===== src/rtl/video_sig_gen.sv =====
// 720p video timing generator: free-running h/v counters with registered, aligned sync/draw/frame flags.
// Optional line-start pulse output ls_out is enabled by defining VSG_LINE_PULSE_EN.
module video_sig_gen #(
  parameter int ACTIVE_H_PIXELS = 1280,
  parameter int H_FRONT_PORCH   = 110,
  parameter int H_SYNC_WIDTH    = 40,
  parameter int H_BACK_PORCH    = 220,
  parameter int ACTIVE_LINES    = 720,
  parameter int V_FRONT_PORCH   = 5,
  parameter int V_SYNC_WIDTH    = 5,
  parameter int V_BACK_PORCH    = 20,
  parameter int FPS             = 60,
  localparam int H_TOTAL = ACTIVE_H_PIXELS + H_FRONT_PORCH + H_SYNC_WIDTH + H_BACK_PORCH,
  localparam int V_TOTAL = ACTIVE_LINES + V_FRONT_PORCH + V_SYNC_WIDTH + V_BACK_PORCH,
  localparam int HW = $clog2(H_TOTAL),
  localparam int VW = $clog2(V_TOTAL),
  localparam int FW = $clog2(FPS)
) (
  input  logic          clk_in,
  input  logic          rst_in,
  output logic [HW-1:0] hcount_out,
  output logic [VW-1:0] vcount_out,
  output logic          hs_out,
  output logic          vs_out,
  output logic          ad_out,
  output logic          nf_out,
  output logic [FW-1:0] fc_out
`ifdef VSG_LINE_PULSE_EN
  ,
  output logic          ls_out
`endif
);

  localparam logic [HW-1:0] H_LAST   = HW'(H_TOTAL - 1);
  localparam logic [VW-1:0] V_LAST   = VW'(V_TOTAL - 1);
  localparam logic [HW-1:0] H_ACT    = HW'(ACTIVE_H_PIXELS);
  localparam logic [VW-1:0] V_ACT    = VW'(ACTIVE_LINES);
  localparam logic [HW-1:0] HS_START = HW'(ACTIVE_H_PIXELS + H_FRONT_PORCH);
  localparam logic [HW-1:0] HS_END   = HW'(ACTIVE_H_PIXELS + H_FRONT_PORCH + H_SYNC_WIDTH);
  localparam logic [VW-1:0] VS_START = VW'(ACTIVE_LINES + V_FRONT_PORCH);
  localparam logic [VW-1:0] VS_END   = VW'(ACTIVE_LINES + V_FRONT_PORCH + V_SYNC_WIDTH);
  localparam logic [FW-1:0] FC_LAST  = FW'(FPS - 1);

  logic [HW-1:0] h_next;
  logic [VW-1:0] v_next;
  logic          nf_next;

  // Flags are derived from the next counter values so they line up with the registered counters.
  always_comb begin
    h_next = (hcount_out == H_LAST) ? '0 : hcount_out + HW'(1);
    v_next = vcount_out;
    if (hcount_out == H_LAST)
      v_next = (vcount_out == V_LAST) ? '0 : vcount_out + VW'(1);
    nf_next = (h_next == H_ACT) && (v_next == V_ACT);
  end

  always_ff @(posedge clk_in) begin
    if (rst_in) begin
      hcount_out <= H_LAST;
      vcount_out <= V_LAST;
      hs_out     <= 1'b0;
      vs_out     <= 1'b0;
      ad_out     <= 1'b0;
      nf_out     <= 1'b0;
      fc_out     <= '0;
`ifdef VSG_LINE_PULSE_EN
      ls_out     <= 1'b0;
`endif
    end else begin
      hcount_out <= h_next;
      vcount_out <= v_next;
      hs_out     <= (h_next >= HS_START) && (h_next < HS_END);
      vs_out     <= (v_next >= VS_START) && (v_next < VS_END);
      ad_out     <= (h_next < H_ACT) && (v_next < V_ACT);
      nf_out     <= nf_next;
      if (nf_next)
        fc_out <= (fc_out == FC_LAST) ? '0 : fc_out + FW'(1);
`ifdef VSG_LINE_PULSE_EN
      ls_out     <= (h_next == '0) && (v_next < V_ACT);
`endif
    end
  end

endmodule


===== config.mk =====
export PLATFORM = sky130hd
export DESIGN_NAME = video_sig_gen
export DESIGN_NICKNAME = d
export VERILOG_FILES = /design/src/rtl/video_sig_gen.sv
export SDC_FILE = /design/constraint.sdc
export NUM_CORES = 1
export LEC_CHECK = 0
export ABC_AREA = 1
export CORE_ASPECT_RATIO = 0.6
export CORE_MARGIN = 3
export CORE_UTILIZATION = 24
export CTS_CLUSTER_DIAMETER = 120
export DETAILED_ROUTE_END_ITERATION = 10
export PLACE_DENSITY_LB_ADDON = 0.08
export RECOVER_POWER = 100
export REMOVE_ABC_BUFFERS = 1
export SLEW_MARGIN = 20
export SYNTH_ARGS = -nofsm -noshare
export SYNTH_HDL_FRONTEND = slang
export SYNTH_SLANG_ARGS = --single-unit

===== constraint.sdc =====
create_clock -name clk_in -period 3.9 [get_ports clk_in]
set_input_delay 0.78 -clock clk_in [delete_from_list [all_inputs] [get_ports clk_in]]
set_output_delay 0.78 -clock clk_in [all_outputs]
set_load 0.005 [all_outputs]

==> flow_summary.ini <==
[grt]
number_of_global_route_vias_before_repair = 2014
globalRouteOverflowTotal = 0
grt_max_degree = 19
groute.usage.overall_pct = 12.7
antenna_found_initial = 0
grt_pass1_wl_mm = 10.1

[clock_network]
cts_setup_buffers = 0
worstSkewPairLatency_ns = 0.27
tritoncts = built
cts_hold_buffers = 0
clk_pin_slew_ns = 0.06
post_cts_resize_count = 0
cts_root_buf = clkbuf_16
numCtsBuffers = 5
max-clock-path-buffers = 2
clock_sink_count = 31
cts_max_level = 2

[cells_and_area]
drive_gt1_share_pct = 9.12
layout.filler_cells = 901
final_cell_count_no_fill = 470
final_core_utilization_pct = 32.9
antenna-diode-count = 0
postLayoutCellArea_um2 = 2650
area.growth.synth_to_final_pct = 29.4
nets = 368

[synthesis]
ys_seq_elements = 31
netlist_top_cells_area = dfxtp_1 (30%), nand2_1 (18%), inv_1 (7.9%)
synth_most_common_cell = nand2_1
ys_seq_area_share_pct = 30.3
synth.area.mux_share_pct = 0
syn_area_um2 = 2050
synth_area_in_compound_gates_pct = 6.48
synth_enable_flop_cells = 0
synth_top_family_by_area = simple AND/OR/NAND/NOR gates
synth.lib_cells_used.distinct = 29
synth.avg_cell_area_um2 = 6.30
ys_warn_count = 0
synth_top_cell_area_share_pct = 30.3
synth_top_cells_by_count = nand2_1 (97), inv_1 (43), nor2_1 (41), dfxtp_1 (31), nand3_1 (29)
synth_adder_area_share_pct = 3.05
synth_ff_type = dfxtp_1
synthCells = 325
async_flop_share_pct = 0
post_synth_and_or_nand_nor_area_fraction_pct = 47.7
synth_largest_area_cell = dfxtp_1
synth_xor_xnor_area_share_pct = 2.57

[floorplanning]
placementRows = 25
fp.dieH_um = 77.6
start_util_pct = 25.4
io_pins = 33
die_x_um = 125
design.core.area_um2 = 8070
fp.dieArea_um2 = 9720

[worst_hold_path]
timing.hold.worst.class = flip-flop to flip-flop
worstHoldStart = fc_out[1]$_SDFFE_PP0P_

[place]
post-place-ws_ns = 1.41
gp_congestion = 0.870
hpwl_after_detailed_placement_mm = 4.69
place.port_buffers = 32
dpl.cell_count = 462
place_area_um2 = 2480

[critical_path]
crit_path_max_fanout = 18
crit_path_start = rst_in
critical_path.startpoint_type = primary input
crit-reg2reg-launch = hcount_out[0]$_SDFF_PP1_
data_arrival_time_at_the_worst_slack_endpoint_ns = 3.08
cp_data_required_time_ns = 4.06
crit_type = primary input to flip-flop
endpoint_kind = flip-flop

[drt]
num_vias = 2100
vias_per_cell = 4.47
firstDrtPassIters = 4
routed_wl_mm = 6.10
drt_iter0_markers = 94
wl_per_cell_um = 13.0
route.detailed.drc = 0
postRouteAntennaNets = 0

[sta]
holdWs_ns = 0.511
setup-violations-final = 0
slew_limit_fails = 0
totalNegativeSetupSlack_ns = 0
post-route-period-util_pct = 74.9
grt_setup_unrepaired = no
max_clk_rate_mhz = 342
layout_min_cycle_time_ns = 2.92
worst_clock_skew_ns = 0.00331
worstMarginPinSlew_ns = 0.824
fin_ws_ns = 0.980
slew_headroom_pct = 45.1
final_hold_viol_count = 0

[power_and_ir_drop]
power.total_mw = 2.26
leakage_nw = 1.28
irDropWorstVdd_v = 0.000199
powerDensity_nw_per_um2 = 853

[run]
max_cap_violations = 0

[outcome]
status = finished clean
critical path, cell delays in order:
cell and delay [ns]:
dlygate4sd3_1 0.52, clkbuf_1 0.62, clkinv_1 0.78, nand4_1 0.31, nand2_1 0.07
layout make-up:
cell class | count | area [µm²] | area share [%]
multi-input cells | 243 | 1200 | 45.4
flip-flops and latches | 31 | 621 | 23.4
repair buffers | 33 | 324 | 12.2
inverters | 47 | 176 | 6.65
well taps | 108 | 135 | 5.10
clock buffers | 5 | 125 | 4.72
clock inverters | 3 | 67.6 | 2.55
cell families (layout without fill, tap and decap cells):
| group | after synthesis | count (layout) |
|---|---|---|
| AO/OA/AOI/OAI | 22 | 22 |
| XOR/XNOR | 6 | 6 |
| adder cells (fa/ha/maj) | 5 | 5 |
| buffers and inverters | 51 | 88 |
| flip-flops | 31 | 31 |
| AND/OR/NAND/NOR | 210 | 210 |
layout by cell type (no fill, tap or decap), drive strengths merged, types with 5 or more instances in the layout:
| cell | instances |
|---|---|
| inv | 46 |
| dlygate4sd3 | 32 |
| o21ai | 7 |
| nor2 | 49 |
| nand3 | 34 |
| xor2 | 5 |
| ha | 5 |
| clkbuf | 6 |
| dfxtp | 31 |
| a21oi | 8 |
| nand2 | 107 |
| nor3 | 6 |
| nand4 | 11 |
power by group:
| group | total, mW | switching, mW | internal, mW |
|---|---|---|---|
| sequential | 0.520 | 0.119 | 0.401 |
| combinational | 1.23 | 0.810 | 0.419 |
| clock | 0.515 | 0.149 | 0.366 |
worst paths after layout:
| kind | cells after the start | slack (ns) | to |
|---|---|---|---|
| min reg2reg | 2 | 0.51 | fc_out[1]$_SDFFE_PP0P_ |
| max reg2reg | 13 | 1.16 | fc_out[3]$_SDFFE_PP0P_ |
| min | 2 | 0.51 | fc_out[1]$_SDFFE_PP0P_ |
| max | 5 | 0.98 | fc_out[0]$_SDFFE_PP0P_ |
flip-flops by register name, indices dropped and copies added (netlist names):
register	count
fc_out	6
ad_out	1
nf_out	1
vcount_out	10
hcount_out	11
vs_out	1
hs_out	1
per-layer routing:
metal  wire length (µm)  global-route usage (%)  part of all wire (%)
met1               3580                    20.7                    59
met2               2150                    16.2                    35
met3                337                    3.16                   5.5
met4                 31                    2.27                  0.51
met5                  0                       0                     0
Power figures use the tool's default switching activity.
